==> src/rtl/fetch_stage_pkg.sv <==
// fetch_stage_pkg -- constants and types shared by the instruction fetch front end.
//   INST_NOP / BUBBLE_PC : values the decode slot shows when no instruction is buffered
//   FS_IDLE/FS_WAIT/FS_DROP : fetch state encodings
//   fetch_entry_t        : one buffered instruction, {pc, inst}
//   align_word()         : clears the byte-offset bits of an address
package fetch_stage_pkg;

  localparam logic [31:0] INST_NOP  = 32'h00000013;
  localparam logic [31:0] BUBBLE_PC = 32'hffffffff;

  // IDLE: nothing outstanding; WAIT: response will be kept; DROP: response will be discarded
  localparam logic [1:0] FS_IDLE = 2'd0;
  localparam logic [1:0] FS_WAIT = 2'd1;
  localparam logic [1:0] FS_DROP = 2'd2;

  typedef struct packed {
    logic [31:0] pc;
    logic [31:0] inst;
  } fetch_entry_t;

  function automatic logic [31:0] align_word(input logic [31:0] addr);
    return addr & 32'hffff_fffc;
  endfunction

endpackage

==> src/rtl/fetch_fifo.sv <==
// fetch_fifo -- small instruction buffer between fetch and decode.
//   clk, reset : clock and synchronous active-high reset
//   push       : write push_data at the tail (ignored when full and not popping)
//   pop        : drop the head entry (ignored when empty)
//   clear      : empty the buffer; wins over push and pop
//   full/empty : occupancy flags
//   count      : number of valid entries (0..FIFO_DEPTH)
//   head       : oldest entry, valid while !empty
// FIFO_DEPTH must be a power of two so the pointers wrap naturally.
module fetch_fifo
  import fetch_stage_pkg::*;
#(
  parameter  int FIFO_DEPTH = 2,
  localparam int PTR_W      = $clog2(FIFO_DEPTH),
  localparam int CNT_W      = PTR_W + 1
) (
  input  logic             clk,
  input  logic             reset,
  input  logic             push,
  input  fetch_entry_t     push_data,
  input  logic             pop,
  input  logic             clear,
  output logic             full,
  output logic             empty,
  output logic [CNT_W-1:0] count,
  output fetch_entry_t     head
);

  logic [PTR_W-1:0] wr_ptr_reg;
  logic [PTR_W-1:0] rd_ptr_reg;
  logic [CNT_W-1:0] count_reg;
  logic             do_push;
  logic             do_pop;
  fetch_entry_t     entries [FIFO_DEPTH];

  assign do_pop  = pop && !empty;
  assign do_push = push && (!full || do_pop);

  // One register per slot; only the slot under the write pointer loads.
  generate
    for (genvar gi = 0; gi < FIFO_DEPTH; gi++) begin : g_entry
      fetch_entry_t data_reg;
      always_ff @(posedge clk) begin
        if (do_push && (wr_ptr_reg == PTR_W'(gi))) begin
          data_reg <= push_data;
        end
      end
      assign entries[gi] = data_reg;
    end
  endgenerate

  always_ff @(posedge clk) begin
    if (reset || clear) begin
      wr_ptr_reg <= '0;
      rd_ptr_reg <= '0;
      count_reg  <= '0;
    end else begin
      if (do_push) wr_ptr_reg <= wr_ptr_reg + PTR_W'(1);
      if (do_pop)  rd_ptr_reg <= rd_ptr_reg + PTR_W'(1);
      case ({do_push, do_pop})
        2'b10:   count_reg <= count_reg + CNT_W'(1);
        2'b01:   count_reg <= count_reg - CNT_W'(1);
        default: count_reg <= count_reg;
      endcase
    end
  end

  assign full  = (count_reg == CNT_W'(FIFO_DEPTH));
  assign empty = (count_reg == '0);
  assign count = count_reg;
  assign head  = entries[rd_ptr_reg];

endmodule

==> src/rtl/fetch_stage.sv <==
// fetch_stage -- instruction fetch front end: owns the PC, issues one-word reads
// (at most one outstanding) and buffers returned words toward decode.
//   clk, reset                     : clock, synchronous active-high reset
//   branch_hazard, branch_target   : redirect from writeback (flush + new PC)
//   mem_start, mem_addr, mem_ready : instruction read request handshake
//   mem_rvalid, mem_rdata          : in-order read response
//   inst_valid, inst, inst_pc      : decode slot (NOP / BUBBLE_PC when empty)
//   inst_ready                     : decode consumes the head this cycle
//   perf_fetch_count               : words pushed into the buffer
//   perf_discard_count             : responses squashed by a redirect
// Build option: define FETCH_PERF_EN to enable the saturating perf counters;
// otherwise both counter ports are tied to zero.
module fetch_stage
  import fetch_stage_pkg::*;
#(
  parameter logic [31:0] RESET_PC   = 32'h00000000,
  parameter int          FIFO_DEPTH = 2
) (
  input  logic        clk,
  input  logic        reset,
  input  logic        branch_hazard,
  input  logic [31:0] branch_target,
  output logic        mem_start,
  output logic [31:0] mem_addr,
  input  logic        mem_ready,
  input  logic        mem_rvalid,
  input  logic [31:0] mem_rdata,
  output logic        inst_valid,
  output logic [31:0] inst,
  output logic [31:0] inst_pc,
  input  logic        inst_ready,
  output logic [31:0] perf_fetch_count,
  output logic [31:0] perf_discard_count
);

  localparam int CNT_W = $clog2(FIFO_DEPTH) + 1;

  logic [1:0]       state_reg, state_next;
  logic [31:0]      pc_reg, pc_next;
  logic [31:0]      req_pc_reg;
  logic             accept;
  logic             fifo_push, fifo_pop;
  logic             fifo_full, fifo_empty;
  logic [CNT_W-1:0] fifo_count;
  fetch_entry_t     fifo_head;
  fetch_entry_t     push_entry;

  // Issue depends only on registered state and the redirect, never on inst_ready.
  assign mem_start = !reset && (state_reg == FS_IDLE) && !branch_hazard &&
                     (fifo_count < CNT_W'(FIFO_DEPTH));
  assign mem_addr  = pc_reg;
  assign accept    = mem_start && mem_ready;

  // A request is only issued with room to spare, so the full guard never
  // blocks a legitimate response; it just keeps the buffer safe.
  assign fifo_push  = (state_reg == FS_WAIT) && mem_rvalid && !branch_hazard && !fifo_full;
  assign fifo_pop   = !fifo_empty && inst_ready && !branch_hazard;
  assign push_entry = '{pc: req_pc_reg, inst: mem_rdata};

  fetch_fifo #(.FIFO_DEPTH(FIFO_DEPTH)) u_fifo (
    .clk       (clk),
    .reset     (reset),
    .push      (fifo_push),
    .push_data (push_entry),
    .pop       (fifo_pop),
    .clear     (branch_hazard),
    .full      (fifo_full),
    .empty     (fifo_empty),
    .count     (fifo_count),
    .head      (fifo_head)
  );

  always_comb begin
    state_next = state_reg;
    case (state_reg)
      FS_IDLE: if (accept) state_next = FS_WAIT;
      // A response arriving together with a redirect is simply dropped,
      // so the machine returns to IDLE rather than waiting in DROP.
      FS_WAIT: begin
        if (mem_rvalid)         state_next = FS_IDLE;
        else if (branch_hazard) state_next = FS_DROP;
      end
      FS_DROP: if (mem_rvalid) state_next = FS_IDLE;
      default: state_next = FS_IDLE;
    endcase
  end

  always_comb begin
    pc_next = pc_reg;
    if (branch_hazard) pc_next = align_word(branch_target);
    else if (accept)   pc_next = pc_reg + 32'd4;
  end

  always_ff @(posedge clk) begin
    if (reset) begin
      state_reg  <= FS_IDLE;
      pc_reg     <= RESET_PC;
      req_pc_reg <= RESET_PC;
    end else begin
      state_reg <= state_next;
      pc_reg    <= pc_next;
      if (accept) req_pc_reg <= pc_reg;
    end
  end

  assign inst_valid = !fifo_empty;
  assign inst       = fifo_empty ? INST_NOP  : fifo_head.inst;
  assign inst_pc    = fifo_empty ? BUBBLE_PC : fifo_head.pc;

`ifdef FETCH_PERF_EN
  logic        discard;
  logic [31:0] fetch_cnt_reg;
  logic [31:0] discard_cnt_reg;

  assign discard = mem_rvalid &&
                   ((state_reg == FS_DROP) || ((state_reg == FS_WAIT) && branch_hazard));

  always_ff @(posedge clk) begin
    if (reset) begin
      fetch_cnt_reg   <= '0;
      discard_cnt_reg <= '0;
    end else begin
      if (fifo_push && (fetch_cnt_reg != 32'hffffffff))
        fetch_cnt_reg <= fetch_cnt_reg + 32'd1;
      if (discard && (discard_cnt_reg != 32'hffffffff))
        discard_cnt_reg <= discard_cnt_reg + 32'd1;
    end
  end

  assign perf_fetch_count   = fetch_cnt_reg;
  assign perf_discard_count = discard_cnt_reg;
`else
  assign perf_fetch_count   = 32'd0;
  assign perf_discard_count = 32'd0;
`endif

endmodule

==> config.mk <==
export PLATFORM = sky130hd
export DESIGN_NAME = fetch_stage
export DESIGN_NICKNAME = d
export VERILOG_FILES = /design/src/rtl/fetch_stage_pkg.sv /design/src/rtl/fetch_fifo.sv /design/src/rtl/fetch_stage.sv
export SDC_FILE = /design/constraint.sdc
export NUM_CORES = 1
export LEC_CHECK = 0
export ABC_AREA = 1
export BUFFER_PORTS_ARGS = -buffer_cell sky130_fd_sc_hd__buf_2
export CORE_AREA = 2 2 173 175
export CTS_BUF_LIST = sky130_fd_sc_hd__clkbuf_8
export CTS_CLUSTER_DIAMETER = 150
export CTS_CLUSTER_SIZE = 10
export DETAILED_ROUTE_END_ITERATION = 16
export DIE_AREA = 0 0 175 177
export HOLD_SLACK_MARGIN = 0.12
export PLACE_DENSITY = 0.55
export SLEW_MARGIN = 5
export SYNTH_ARGS = -nofsm -noshare
export SYNTH_HDL_FRONTEND = slang
export SYNTH_SLANG_ARGS = --single-unit
==> constraint.sdc <==
create_clock -name clk -period 9.1 [get_ports clk]
set_clock_uncertainty 0.15 [all_clocks]
set_input_delay 2.275 -clock clk [delete_from_list [all_inputs] [get_ports clk]]
set_output_delay 2.275 -clock clk [all_outputs]
set_load 0.01 [all_outputs]
Word level (Yosys, flattened, before mapping)
Index checks and enable logic that the tools add are counted.
{"block": "word_totals", "elab_cells": 66, "inputBits": 70, "reg_bits": 198, "out_inout_bits": 162}
{"block": "op_classes", "add_sub_neg": 5, "magnitude_cmp": 2, "eq_ne": 8, "n_reduce_logical": 25, "n_mux": 13, "bitwise": 2}
{"op": "$mux W64", "count": 3}
{"op": "$mux W32", "count": 4}
{"op": "$add A32 B3 Y32 const B", "count": 1}
{"op": "$logic_and A1 B1 Y1", "count": 13}
{"op": "$mux W2", "count": 4}
{"op": "$eq A2 B2 Y1 const B", "count": 3}
{"op": "$pmux W2 S3", "count": 1}
{"op": "$eq A2 B1 Y1 const B", "count": 2}
{"op": "$logic_not A1 Y1", "count": 4}
{"op": "$logic_not A2 Y1", "count": 2}
{"op": "$ne A2 B2 Y1 const B", "count": 2}
{"op": "$pmux W2 S2", "count": 1}
{"op": "$reduce_bool A2 Y1", "count": 2}
{"op": "$ne A3 B3 Y1 const B", "count": 1}
{"op": "$reduce_and A3 Y1", "count": 1}
{"op": "$add A1 B1 Y1 const B", "count": 2}
{"op": "$add A2 B1 Y2 const B", "count": 1}
{"op": "$ge A2 B2 Y1 const B", "count": 1}
{"op": "$logic_or A1 B1 Y1", "count": 2}
{"op": "$lt A2 B2 Y1 const B", "count": 1}
{"op": "$not A1 Y2", "count": 1}
{"op": "$reduce_or A2 Y1", "count": 1}
{"op": "$sub A2 B1 Y2 const B", "count": 1}
{"op": "$not A1 Y1", "count": 1}

Longest topological paths before layout
{"block": "logic_depth", "ltp_word": 9, "depth_mapped": 10, "ltp_nobuf": 10}

By module
Synthesis repeated with hierarchy kept, for this count alone.
{"block": "hier_totals", "cells_unflattened": 1087, "hier_area_um2": 9262.6}
{"mod": "fetch_fifo", "cells_per_inst": 373, "seq_area_each_um2": 3923.8, "area_per_inst_um2": 4882.2, "n_inst": 1}
{"mod": "fetch_stage", "cells_per_inst": 714, "seq_area_each_um2": 1241.2, "area_per_inst_um2": 4380.5, "n_inst": 1}

Least setup slack after synthesis
Ideal clock, no wire load.
{"block": "synth_path", "path_type": "input to register", "start": "in branch_hazard", "end": "reg u_fifo.g_entry[1].data_reg, in the netlist u_fifo.entries[0], enable pin", "stages": 4, "setup_time_ns": 0.482, "path_slack_ns": 3.159, "required_ns": 8.468, "n_path_buf": 1, "arrival_ns": 5.309, "cell_sequence": "buf_6 -> a21oi_1 -> nand4_1 -> nor2_1"}
{"block": "synth_via", "elab_chain_len": 6, "elab_cells_between_ends": 8, "cone_classes": "reduce/logical (8)"}
{"element": "start: declaration", "line": "fetch_stage.sv:21", "rtl": "input logic branch_hazard,"}
{"element": "$logic_not A1 Y1 *", "line": "fetch_stage.sv:56, fetch_stage.sv:57"}
{"element": "$logic_and A1 B1 Y1", "line": "fetch_stage.sv:57", "rtl": "assign fifo_pop = !fifo_empty && inst_ready && !branch_hazard;"}
{"element": "$logic_and A1 B1 Y1", "line": "fetch_fifo.sv:36", "rtl": "assign do_pop = pop && !empty;"}
{"element": "$logic_or A1 B1 Y1", "line": "fetch_fifo.sv:37", "rtl": "assign do_push = push && (!full || do_pop);"}
{"element": "$logic_and A1 B1 Y1 *", "line": "fetch_fifo.sv:37"}
{"element": "$logic_and A1 B1 Y1 *", "line": "fetch_fifo.sv:44", "rtl": "if (do_push && (wr_ptr_reg == PTR_W'(gi))) begin"}
{"element": "end signal: assignment", "line": "fetch_fifo.sv:45", "rtl": "data_reg <= push_data;"}
{"element": "end: declaration", "line": "fetch_fifo.sv:42", "rtl": "fetch_entry_t data_reg;"}
Mark *: on every way between the ends. The rest lies on a longest branch, timed or not.
A chain may end at the register's enable or synchronous reset.

Worst setup path in the final report
{"block": "layout_path", "start": "in reset", "end": "out mem_start"}
{"block": "layout_via", "elab_chain_len": 4}
{"element": "start: declaration", "line": "fetch_stage.sv:20", "rtl": "input logic reset,"}
{"element": "$logic_not A1 Y1", "line": "fetch_stage.sv:49", "rtl": "assign mem_start = !reset && (state_reg == FS_IDLE) && !branch_hazard &&"}
{"element": "$logic_and A1 B1 Y1 (3 in a row)", "line": "fetch_stage.sv:49"}
{"element": "end: declaration", "line": "fetch_stage.sv:23", "rtl": "output logic mem_start,"}
No other way between the ends.

==> run metrics <==
port bufs=163; hold-fix buffers at CTS=0; synthesized area=8610 µm²; number of resized instances in the post-cts repair step=0; reported max-cap violation count=0; latest clock arrival within the worst-skew pair=0.46 ns; static leakage=3.90 nW; placer congestion estimate=0.852; drt drc=0; endpoint required time on the critical path=6.68 ns; cell at the root of the clock tree=sky130_fd_sc_hd__clkbuf_8; GR Overflow Total=0; PwrDens=162 nW/µm²; Initial Utilization=0.294; startpoint-to-endpoint class of the critical path=input port to output pin; ratio of final minimum period to clock period=0.623; end of the worst register-to-register path=u_fifo.count[1]; Antenna Diode Count=0; worst min path class=flip-flop to flip-flop; number of buffers inserted to repair setup after CTS=0; routed length per placed instance=14.5 µm; number of flip-flops under the largest register name=124; number of setup violations in the final report=0; wire length of the first global-routing pass=32800 µm; share of layout cells above drive strength 1=0.200; register-to-register setup slack=6.56 ns; dominant cell type by area after synthesis=sky130_fd_sc_hd__edfxtp_1; drt first-iter violations=363; buffers from clock root to sink, at most=2; Synth top area share=0.433; ANT nets after route=0; startpoint of the tightest hold check path=req_pc_reg[9]; most frequent standard cell in the layout excluding fill and tap cells=sky130_fd_sc_hd__nand2_1; commonest cells after routing, fill and taps aside=sky130_fd_sc_hd__nand2_1, sky130_fd_sc_hd__buf_2, sky130_fd_sc_hd__edfxtp_1; Final TNS setup=0 ns; aggregate routed wire length=21500 µm; first-pass detailed-route iteration total=5; initial antenna violation count=0; clock transition at the registers of the reported paths=0.11 ns; site row count=63; routed via count divided by cell count=4.34; pin count of the biggest net entering global routing=80; Boundary Pins=232; TritonCTS clock tree=built; detailed-route via count=6441; Min-Delay Endpoint=u_fifo.entries[41]; mean post-synth cell area=9.20 µm²; Relative slew margins=0.329; full die area=31000 µm²; post-detail-place hpwl=14200 µm; Synth warnings=0; worst r2r path cells=11; TritonCTS sink count=190; number of fill cells=3041; type of element capturing the critical path=output pin; Std-Cell Core Area=29200 µm²; # nets final=1152; reg-to-reg startpoint=u_fifo.count[1]; DIE WIDTH=175 µm; GRT Resource Usage Total=0.138; number of failing hold endpoints at the final stage=0; vias in the first global route=5834; top post-synthesis cells by area=sky130_fd_sc_hd__edfxtp_1, sky130_fd_sc_hd__dfxtp_1, sky130_fd_sc_hd__nand2_1; synthesized instance count=935; time the final worst path needs with I/O delays and setup=5.67 ns; cell count of the worst hold path=0; number of distinct library cells after synthesis=33; maximum VDD drop=0.0000779 V; timing startpoint of the critical path=reset; worst endpoint data arrival time=3.25 ns; outcome=complete, no violations; sequential-to-total area share from yosys stat=0.586; CTS Buf Count=17; flops & latches, synth=190; Syn-to-layout area delta=14.7%; max-slew violation total from the final report=0; area post-placement=9500 µm²; cell area after layout=9870 µm²; RSZ-0062 raised after global routing=false; total chip power=1.59 mW; Achievable Freq=176 MHz; type of origin of the critical path=input port; vertical die dimension=177 µm; Slew @ Worst Pin=1.00 ns; number of levels the H-tree was split into=4; maximum fanout along the worst path=29
## routing by layer
layer / vias up / GRT usage / wire length [µm]
met3: 17 / 0.0262 / 1150
met5: - / 0 / 0
met1: 2928 / 0.198 / 10500
met2: 231 / 0.214 / 9570
li1: 3265 / - / -
met4: 0 / 0.0368 / 301
## layout make-up
| type | count | area, µm² | share of cell area |
|---|---|---|---|
| inverter | 72 | 270 | 0.0274 |
| tap | 390 | 488 | 0.0494 |
| timing repair buffer | 169 | 861 | 0.0872 |
| multi-input combinational | 630 | 2830 | 0.287 |
| clock buffer | 18 | 248 | 0.0251 |
| clock inverter | 14 | 125 | 0.0127 |
| sequential | 190 | 5050 | 0.511 |
## worst max-delay path, cell delays in order
cell and delay (ns):
sky130_fd_sc_hd__buf_2 0.52, sky130_fd_sc_hd__nor2_8 0.10, sky130_fd_sc_hd__nand3_4 0.15, sky130_fd_sc_hd__inv_1 0.06, sky130_fd_sc_hd__buf_2 0.13
## synthesized netlist by cell type (all sizes together)
master	instances
nand2	254
edfxtp	124
buf	83
nand3	80
nor2	76
a21oi	70
inv	70
dfxtp	66
o21ai	48
clkbuf	25
nand4	13
a31oi	5
nor3	5
a211oi	3
xor2	3
a22oi	2
clkinv	2
ha	2
conb	1
nor3b	1
o211a	1
or2	1
## power breakdown
group | switching, mW | internal (mW)
sequential | 0.0206 | 0.934
combinational | 0.0717 | 0.0352
clock | 0.327 | 0.207
total | 0.419 | 1.18
## cell families (layout without fill, tap and decap cells)
family / after synthesis / count (layout) / synth area share
XOR/XNOR: 3 / 3 / 0.00305
adder cells (fa/ha/maj): 2 / 2 / 0.00291
buffers and inverters: 180 / 273 / 0.115
flip-flops: 190 / 190 / 0.586
AO/OA/AOI/OAI: 129 / 129 / 0.0778
other: 1 / 66 / 0.000436
AND/OR/NAND/NOR: 430 / 430 / 0.215
## through the flow
stage	setup WS, ns	hold WS [ns]	util	std cells
after floorplan	3.16	0.270	-	1000
after global placement	3.43	0.283	0.325	1451
after CTS	3.42	0.309	0.338	1483
after global routing	3.36	0.326	0.338	1483
after detailed placement	3.43	0.291	0.325	1451
final	3.43	0.303	0.338	1483
## worst max path at each step
stage                             end  slack, ns  cells after the start
floorplan           u_fifo.entries[0]       3.16                      4
global placement            mem_start       3.43                      5
detailed placement          mem_start       3.43                      5
CTS                         mem_start       3.42                      5
global route                mem_start       3.36                      5
finish                      mem_start       3.43                      5
(Power assumes the default switching activity.)
